**config.mk**
```make
export PLATFORM = sky130hd
export DESIGN_NAME = snd_dma_addr
export DESIGN_NICKNAME = d
export VERILOG_FILES = /design/src/rtl/snd_dma_addr.sv
export SDC_FILE = /design/constraint.sdc
export NUM_CORES = 1
export LEC_CHECK = 0
export ABC_AREA = 1
export ABC_CLOCK_PERIOD_IN_PS = 1800
export CAP_MARGIN = 20
export CORE_MARGIN = 2
export CORE_UTILIZATION = 35
export CTS_BUF_LIST = sky130_fd_sc_hd__clkbuf_2
export CTS_CLUSTER_SIZE = 40
export DETAILED_ROUTE_END_ITERATION = 16
export SKIP_LAST_GASP = 1
export SLEW_MARGIN = 25
export SYNTH_ARGS = -nofsm -noshare
export SYNTH_HDL_FRONTEND = slang
export SYNTH_SLANG_ARGS = --single-unit
```
**constraint.sdc**
```tcl
create_clock -name clk32 -period 1.8 [get_ports clk32]
set_input_delay 0.45 -clock clk32 [delete_from_list [all_inputs] [get_ports clk32]]
set_output_delay 0.45 -clock clk32 [all_outputs]
set_load 0.05 [all_outputs]
```
**src/rtl/snd_dma_addr.sv**
```systemverilog
// snd_dma_addr -- sound DMA word-address generator.
//
// A CPU-programmed start/end word-address pair defines a sound frame. While
// enabled, each sadv pulse steps snd toward sft; reaching sft ends the frame
// (sfend pulse) and either reloads the frame (repeat mode) or stops the DMA.
// Start/end registers are shadowed: they only reach snd/sft on a frame load.
//
// Ports:
//   clk32          system clock, rising edge
//   por            synchronous active-high power-on reset
//   reg_we/reg_re  one-cycle CPU write/read strobes
//   reg_a[4:0]     register index (byte address bits [5:1])
//   reg_di[7:0]    CPU write data
//   reg_do[7:0]    registered CPU read data
//   sadv           one-cycle advance pulse per fetched sound word
//   snd[21:1]      current sound word address
//   sft[21:1]      active frame end address
//   sndon          DMA enabled
//   sfrep          frame repeat mode
//   sfend          one-cycle frame-end pulse
//
// Register map: 0x00 control {sfrep,sndon}; 0x01-0x03 start hi/mid/lo;
// 0x04-0x06 counter hi/mid/lo (read-only); 0x07-0x09 end hi/mid/lo.
//
// Build option: define SND_DMA_RDBACK_EN to enable register readback; when
// undefined reg_do is tied to 0x00 and no read path exists.
module snd_dma_addr (
  input  logic        clk32,
  input  logic        por,
  input  logic        reg_we,
  input  logic        reg_re,
  input  logic [4:0]  reg_a,
  input  logic [7:0]  reg_di,
  output logic [7:0]  reg_do,
  input  logic        sadv,
  output logic [21:1] snd,
  output logic [21:1] sft,
  output logic        sndon,
  output logic        sfrep,
  output logic        sfend
);

  localparam logic [4:0] A_CTRL    = 5'h00;
  localparam logic [4:0] A_ST_HI   = 5'h01;
  localparam logic [4:0] A_ST_MID  = 5'h02;
  localparam logic [4:0] A_ST_LO   = 5'h03;
  localparam logic [4:0] A_CNT_HI  = 5'h04;
  localparam logic [4:0] A_CNT_MID = 5'h05;
  localparam logic [4:0] A_CNT_LO  = 5'h06;
  localparam logic [4:0] A_END_HI  = 5'h07;
  localparam logic [4:0] A_END_MID = 5'h08;
  localparam logic [4:0] A_END_LO  = 5'h09;

  logic [21:1] start_r, end_r;
  logic [21:1] start_nxt, end_nxt;
  logic [21:1] snd_nxt, sft_nxt;
  logic        sndon_nxt, sfrep_nxt, sfend_nxt;
  logic        ctrl_we, load;

  assign ctrl_we = reg_we && (reg_a == A_CTRL);

  // Start/end next values; a frame load in the same cycle as a byte write
  // picks up the freshly written byte.
  always_comb begin
    start_nxt = start_r;
    end_nxt   = end_r;
    if (reg_we) begin
      case (reg_a)
        A_ST_HI:  start_nxt[21:16] = reg_di[5:0];
        A_ST_MID: start_nxt[15:8]  = reg_di;
        A_ST_LO:  start_nxt[7:1]   = reg_di[7:1];
        A_END_HI: end_nxt[21:16]   = reg_di[5:0];
        A_END_MID: end_nxt[15:8]   = reg_di;
        A_END_LO: end_nxt[7:1]     = reg_di[7:1];
        default: ;
      endcase
    end
  end

  // Control write is evaluated before the advance: a disabling write
  // swallows a coincident sadv, and the frame-end decision uses the
  // newly written repeat bit.
  always_comb begin
    sndon_nxt = sndon;
    sfrep_nxt = sfrep;
    snd_nxt   = snd;
    sft_nxt   = sft;
    sfend_nxt = 1'b0;
    load      = 1'b0;
    if (ctrl_we) begin
      sfrep_nxt = reg_di[1];
      if (!reg_di[0]) begin
        sndon_nxt = 1'b0;
      end else if (!sndon) begin
        sndon_nxt = 1'b1;
        load      = 1'b1;
      end
    end
    if (sadv && sndon && !(ctrl_we && !reg_di[0])) begin
      if (snd != sft) begin
        snd_nxt = snd + 21'd1;
      end else begin
        sfend_nxt = 1'b1;
        if (sfrep_nxt) load = 1'b1;
        else           sndon_nxt = 1'b0;
      end
    end
    if (load) begin
      snd_nxt = start_nxt;
      sft_nxt = end_nxt;
    end
  end

  always_ff @(posedge clk32) begin
    if (por) begin
      sndon   <= 1'b0;
      sfrep   <= 1'b0;
      sfend   <= 1'b0;
      snd     <= '0;
      sft     <= '0;
      start_r <= '0;
      end_r   <= '0;
    end else begin
      sndon   <= sndon_nxt;
      sfrep   <= sfrep_nxt;
      sfend   <= sfend_nxt;
      snd     <= snd_nxt;
      sft     <= sft_nxt;
      start_r <= start_nxt;
      end_r   <= end_nxt;
    end
  end

`ifdef SND_DMA_RDBACK_EN
  logic [7:0] rd_mux;

  always_comb begin
    rd_mux = '0;
    case (reg_a)
      A_CTRL:    rd_mux = {6'b0, sfrep, sndon};
      A_ST_HI:   rd_mux = {2'b0, start_r[21:16]};
      A_ST_MID:  rd_mux = start_r[15:8];
      A_ST_LO:   rd_mux = {start_r[7:1], 1'b0};
      A_CNT_HI:  rd_mux = {2'b0, snd[21:16]};
      A_CNT_MID: rd_mux = snd[15:8];
      A_CNT_LO:  rd_mux = {snd[7:1], 1'b0};
      A_END_HI:  rd_mux = {2'b0, end_r[21:16]};
      A_END_MID: rd_mux = end_r[15:8];
      A_END_LO:  rd_mux = {end_r[7:1], 1'b0};
      default:   rd_mux = '0;
    endcase
  end

  always_ff @(posedge clk32) begin
    if (por)         reg_do <= '0;
    else if (reg_re) reg_do <= rd_mux;
  end

  logic unused_bits;
  assign unused_bits = &{1'b0, reg_di[0]};
`else
  assign reg_do = '0;

  logic unused_bits;
  assign unused_bits = &{1'b0, reg_di[0], reg_re};
`endif

endmodule

```
* Yosys cells after proc, flatten, opt, wreduce, memory -nomap -nowiden
Index checks and enable logic that the tools add are counted.
Operators by class: bitwise logic cells 1, eq/ne operators 7, muxes and demuxes 24, $add $sub $neg 1, reduce and logical (&&, ||, !) cells 11
Operators by type and width (number):
- two-way mux 21 bit | 5
- adder 21 x 1 -> 21 bit (second input constant) | 1
- inequality test 21 bit | 1
- two-way mux 8 bit | 2
- two-way mux 7 bit | 2
- two-way mux 1 bit | 13
- two-way mux 6 bit | 2
- == test 5 x 2 -> 1 bit (second input constant) | 2
- == test 5 x 4 -> 1 bit (second input constant) | 2
- == test 5 x 1 -> 1 bit (second input constant) | 1
- == test 5 x 3 -> 1 bit (second input constant) | 1
- logical NOT 5 bit | 1
- logical AND 1 bit | 4
- nonzero test 2 bit | 2
- logical NOT 1 bit | 2
- AND reduction 2 bit | 1
- OR reduction 2 bit | 1
- NOT 1 bit | 1
Word-level totals: word-level logic and storage cells 51, bits of input ports 18, bits in registers 87, output and inout port bits 53

* Logic depth before layout (Yosys ltp)
Gate-level depths: netlist (run 1).
word-level depth 8, mapped depth 15, gate-level depth less buffers 14

* Worst setup path before layout (run 1)
Ideal clock, no wire load.
path type register to register, start point reg snd[2] in the netlist's numbering, end point reg snd[21] in the netlist's numbering, path buffers 0, setup time 112 ps, slack -284 ps, period minus slack after synthesis 2084 ps, arrival time 1972 ps, cell stages (with the launch flop) 11, path through dfxtp_1 -> ha_1 -> nand3_1 -> nor2_2 -> nand4_1 -> nor2_1 -> nand4_1 -> nand2_1 -> nand2_1 -> nor2_1 -> nor2_1
On the way: longest elaborated chain between the ends 5, elaborated cells on any way between the ends 10, those cells by class add/sub: 1; eq/ne: 1; mux: 5; reduce/logical: 3
RTL lines:
- start: declaration | line 36 | output logic [21:1] snd,
- start signal: assignment | line 127 | snd <= snd_nxt;
- branches (longest 5 deep; another with adder 21 x 1 -> 21 bit)
Several ways; the timed one is not identified. The select of a mux whose other input is x is not followed. A chain may end at the register's enable or synchronous reset.

* Worst setup path in the final report (run 1)
start point reg snd[2] in the netlist's numbering, end point reg sft[17] in the netlist's numbering
On the way: longest elaborated chain between the ends 3
RTL lines:
- inequality test 21 bit | line 100 | if (snd != sft) begin
- two-way mux 1 bit | line 100
- two-way mux 1 bit | line 99 | if (sadv && sndon && !(ctrl_we && !reg_di[0])) begin
- end signal: assignment | line 128 | sft <= sft_nxt;
- end: declaration | line 37 | output logic [21:1] sft,
No other way between the ends.

==> impl_metrics.ini, run 1 <==
[status]
status = finished with violations
violations = setup timing

[sta]
clock_skew_ns = 0.0221
fmax_ghz = 0.541
hold_violations = 0
setup_viol_count_final = 3
finalCriticalPeriod_ns = 1.85
worst_slack_ns = -0.0481
finalMaxSlewViolations = 0
finalCritPeriodShare = 1.03
rsz0062_at_grt = true

[hold_path]
worstHoldStart = por
holdPathStages = 3
min_to = start_r[4]$_SDFF_PP0_
hp-class = input pin to register

[route]
antenna_left = 0
drt_wl_total_um = 13500
drtPass1Iterations = 5
wl_per_cell_um = 14.0
num_vias = 4622
post-route-drc-count = 0
drt-initial-drc-count = 306
routed_via_density = 4.77

[cells_and_area]
final.fill_count = 1154
final_common_cell = nand2_1
synthToLayoutAreaGrowth_pct = 45.9
final_cell_mix = nand2_1 (148), buf_4 (115), nor2_1 (101), inv_1 (81), o21ai_0 (46)
drive_above_1_share = 0.346
fin_util = 0.524
final_cells = 969
fin_nets = 836

[placed_design]
place_congestion = 0.864
port_buffers = 61
dp_cells = 936
dpl.hpwl_um = 9990
preCtsSetupSlack_ns = -0.561

[power_and_ir_drop]
fin_total_pwr_w = 0.00337
cellPowerDensity_nw_per_um2 = 535
p_int_w = 0.00241
seqPwrFrac = 0.574
p_leak_nw = 3.08
pwr-share-clk = 0.301
pwr-share-comb = 0.125
swShare = 0.285
switching_power_w = 0.000962
peakVddDrop_v = 0.000278

[cts]
cts_sinks = 87
clk_pin_slew_ns = 0.24
cts_tree = done
cts_made_buffers = 9
worstSkewPairLatency_ns = 0.56
cts_max_level = 3
root_buffer = clkbuf_2
cts_buffer_depth = 2

[critical_path]
reg2reg_depth = 13
slowest_delay_ns = 0.41
crit_buf_inv = 5
critPathRequiredTime_ns = 2.28
critPathMaxFanout = 7
crit_slowest_cell = dfxtp_4
worstSetupPathType = register to register
critPathArrivalTime_ns = 2.33
r2r-start = snd[2]$_SDFFE_PP0P_
rrSetupSlack_ns = -0.05
crit_top_cell = buf_6
path_cells = xnor2_2 -> buf_4 -> nand3_1 -> inv_1 -> nand2_2 -> nor2_4 -> buf_6 -> nand3_4 -> nand2_8 -> buf_6 -> buf_6 -> o21ai_2 -> a21oi_1
startpoint_type = register
r2r-end = sft[17]$_SDFFE_PP0P_
crit_family = buffers and inverters
critPathCaptureType = register

[yosys]
syn_area_um2 = 4310
synth_ff_type = dfxtp_1
ys_types = 31
yosysSeqAreaShare = 0.404
synthCells = 666
synth.avg_cell_area_um2 = 6.48
synth_async_sr_flop_share = 0
yosys_warnings = 0
synth_edf_count = 0
synth-seq-cells = 87

[global_route]
grt_use_total = 0.200
grt_pass1_vias = 4118
grt_pass1_wl_um = 20400
grt_max_degree = 31
gr-total-overflow = 0
antenna_found_initial = 1

[floorplanning]
start_util = 0.359
die_y_um = 115
placementRows = 40
core_um2 = 12000
die_w_um = 115
boundaryPins = 71
die_area_um2 = 13200

[flow_run]
max_cap_violations = 0
-- metal layers --
metal,wire length [µm],track usage
met5,0,0
met4,308,0.0627
met3,677,0.0432
met2,6190,0.316
met1,6340,0.275
-- through the flow --
step	hold WS (ns)	instance area [µm²]	setup TNS, ns
floorplan	0.442	4400	0
global placement	0.465	5600	-25.38
detailed placement	0.473	5600	-29.04
CTS	0.319	5910	-0.115
global route	0.299	6300	-3.22
finish	0.354	6300	-0.0833
-- power by group through the flow --
stage	clock network [W]	registers, W	logic [W]
floorplan	0	0.00201	0.000189
global placement	0	0.00199	0.000358
detailed placement	0	0.00199	0.000361
CTS	0.00104	0.00195	0.000391
global route	0.00113	0.00194	0.000450
finish	0.00102	0.00193	0.000420
-- synth_stat cells, types with 2 or more instances --
cell type | number | share of area
a21oi_1 | 41 | 0.048
buf_2 | 5 | 0.0058
buf_4 | 8 | 0.014
buf_6 | 5 | 0.013
clkbuf_1 | 11 | 0.0096
dfxtp_1 | 87 | 0.40
inv_1 | 91 | 0.079
inv_2 | 6 | 0.0052
nand2_1 | 168 | 0.15
nand2_4 | 2 | 0.0052
nand3_1 | 30 | 0.035
nand3_2 | 3 | 0.0070
nand4_1 | 13 | 0.019
nor2_1 | 115 | 0.10
nor2_2 | 4 | 0.0058
nor2_4 | 2 | 0.0052
nor3_1 | 7 | 0.0081
o21ai_0 | 51 | 0.059
o21ai_1 | 3 | 0.0035
xor2_1 | 3 | 0.0061
-- tightest hold or removal path, cell delays in order --
cell    delay (ns)
buf_2         0.11
buf_4         0.26
nor2_1        0.07
-- what timing repair did --
item,CTS,global route
setup buffers,9,5
pin swaps,10,39
gates cloned,0,3
resized for setup,35,89
endpoints found under the setup margin,33,54
endpoints found under the hold margin,0,0
hold buffers,0,0
-- final cells by class --
class | count | area, µm² | share of cell area
clock buffers | 10 | 50.0 | 0.00795
well taps | 147 | 184 | 0.0292
multi-input cells | 458 | 2310 | 0.368
flip-flops and latches | 87 | 1840 | 0.292
diodes | 1 | 2.50 | 0.000397
clock inverters | 5 | 57.6 | 0.00914
inverters | 98 | 375 | 0.0596
repair buffers | 163 | 1480 | 0.234
-- state kept, by name, indices dropped and copies added (netlist names) --
name     flops
end_r       21
sft         21
snd         21
start_r     21
sfend        1
sfrep        1
sndon        1
-- how the worst max path moves through the flow --
stage	start	to	slack (ns)	cells past startpoint
3_3_place_gp	reg_a[1]	snd[6]$_SDFFE_PP0P_	-0.52	11
2_1_floorplan	snd[14]$_SDFFE_PP0P_	snd[4]$_SDFFE_PP0P_	0.02	14
6_report	snd[2]$_SDFFE_PP0P_	sft[17]$_SDFFE_PP0P_	-0.05	13
4_1_cts	snd[5]$_SDFFE_PP0P_	snd[4]$_SDFFE_PP0P_	-0.05	16
5_1_grt	snd[3]$_SDFFE_PP0P_	sft[17]$_SDFFE_PP0P_	-0.12	15
3_5_place_dp	reg_a[1]	snd[3]$_SDFFE_PP0P_	-0.56	11
-- logic make-up (layout without fill, tap and decap cells) --
logic type | after synthesis | after routing | synth area share
fa+ha+maj | 1 | 1 | 0.00290
flops | 87 | 87 | 0.404
mux | 1 | 1 | 0.00232
compound gates | 96 | 96 | 0.112
buf+inv | 128 | 276 | 0.129
xor+xnor | 4 | 4 | 0.00812
other cells | 1 | 9 | 0.000869
simple gates | 348 | 348 | 0.341
(Power assumes the default switching activity.)
==> run 2: changes to the inputs <==
Settings changed: CAP_MARGIN 20 to 25, CTS_CLUSTER_DIAMETER from default to 30, GPL_ROUTABILITY_DRIVEN from default to 0.
==> results of run 2 <==
No change in the layout: final DEF, timing and power equal those of run 1.
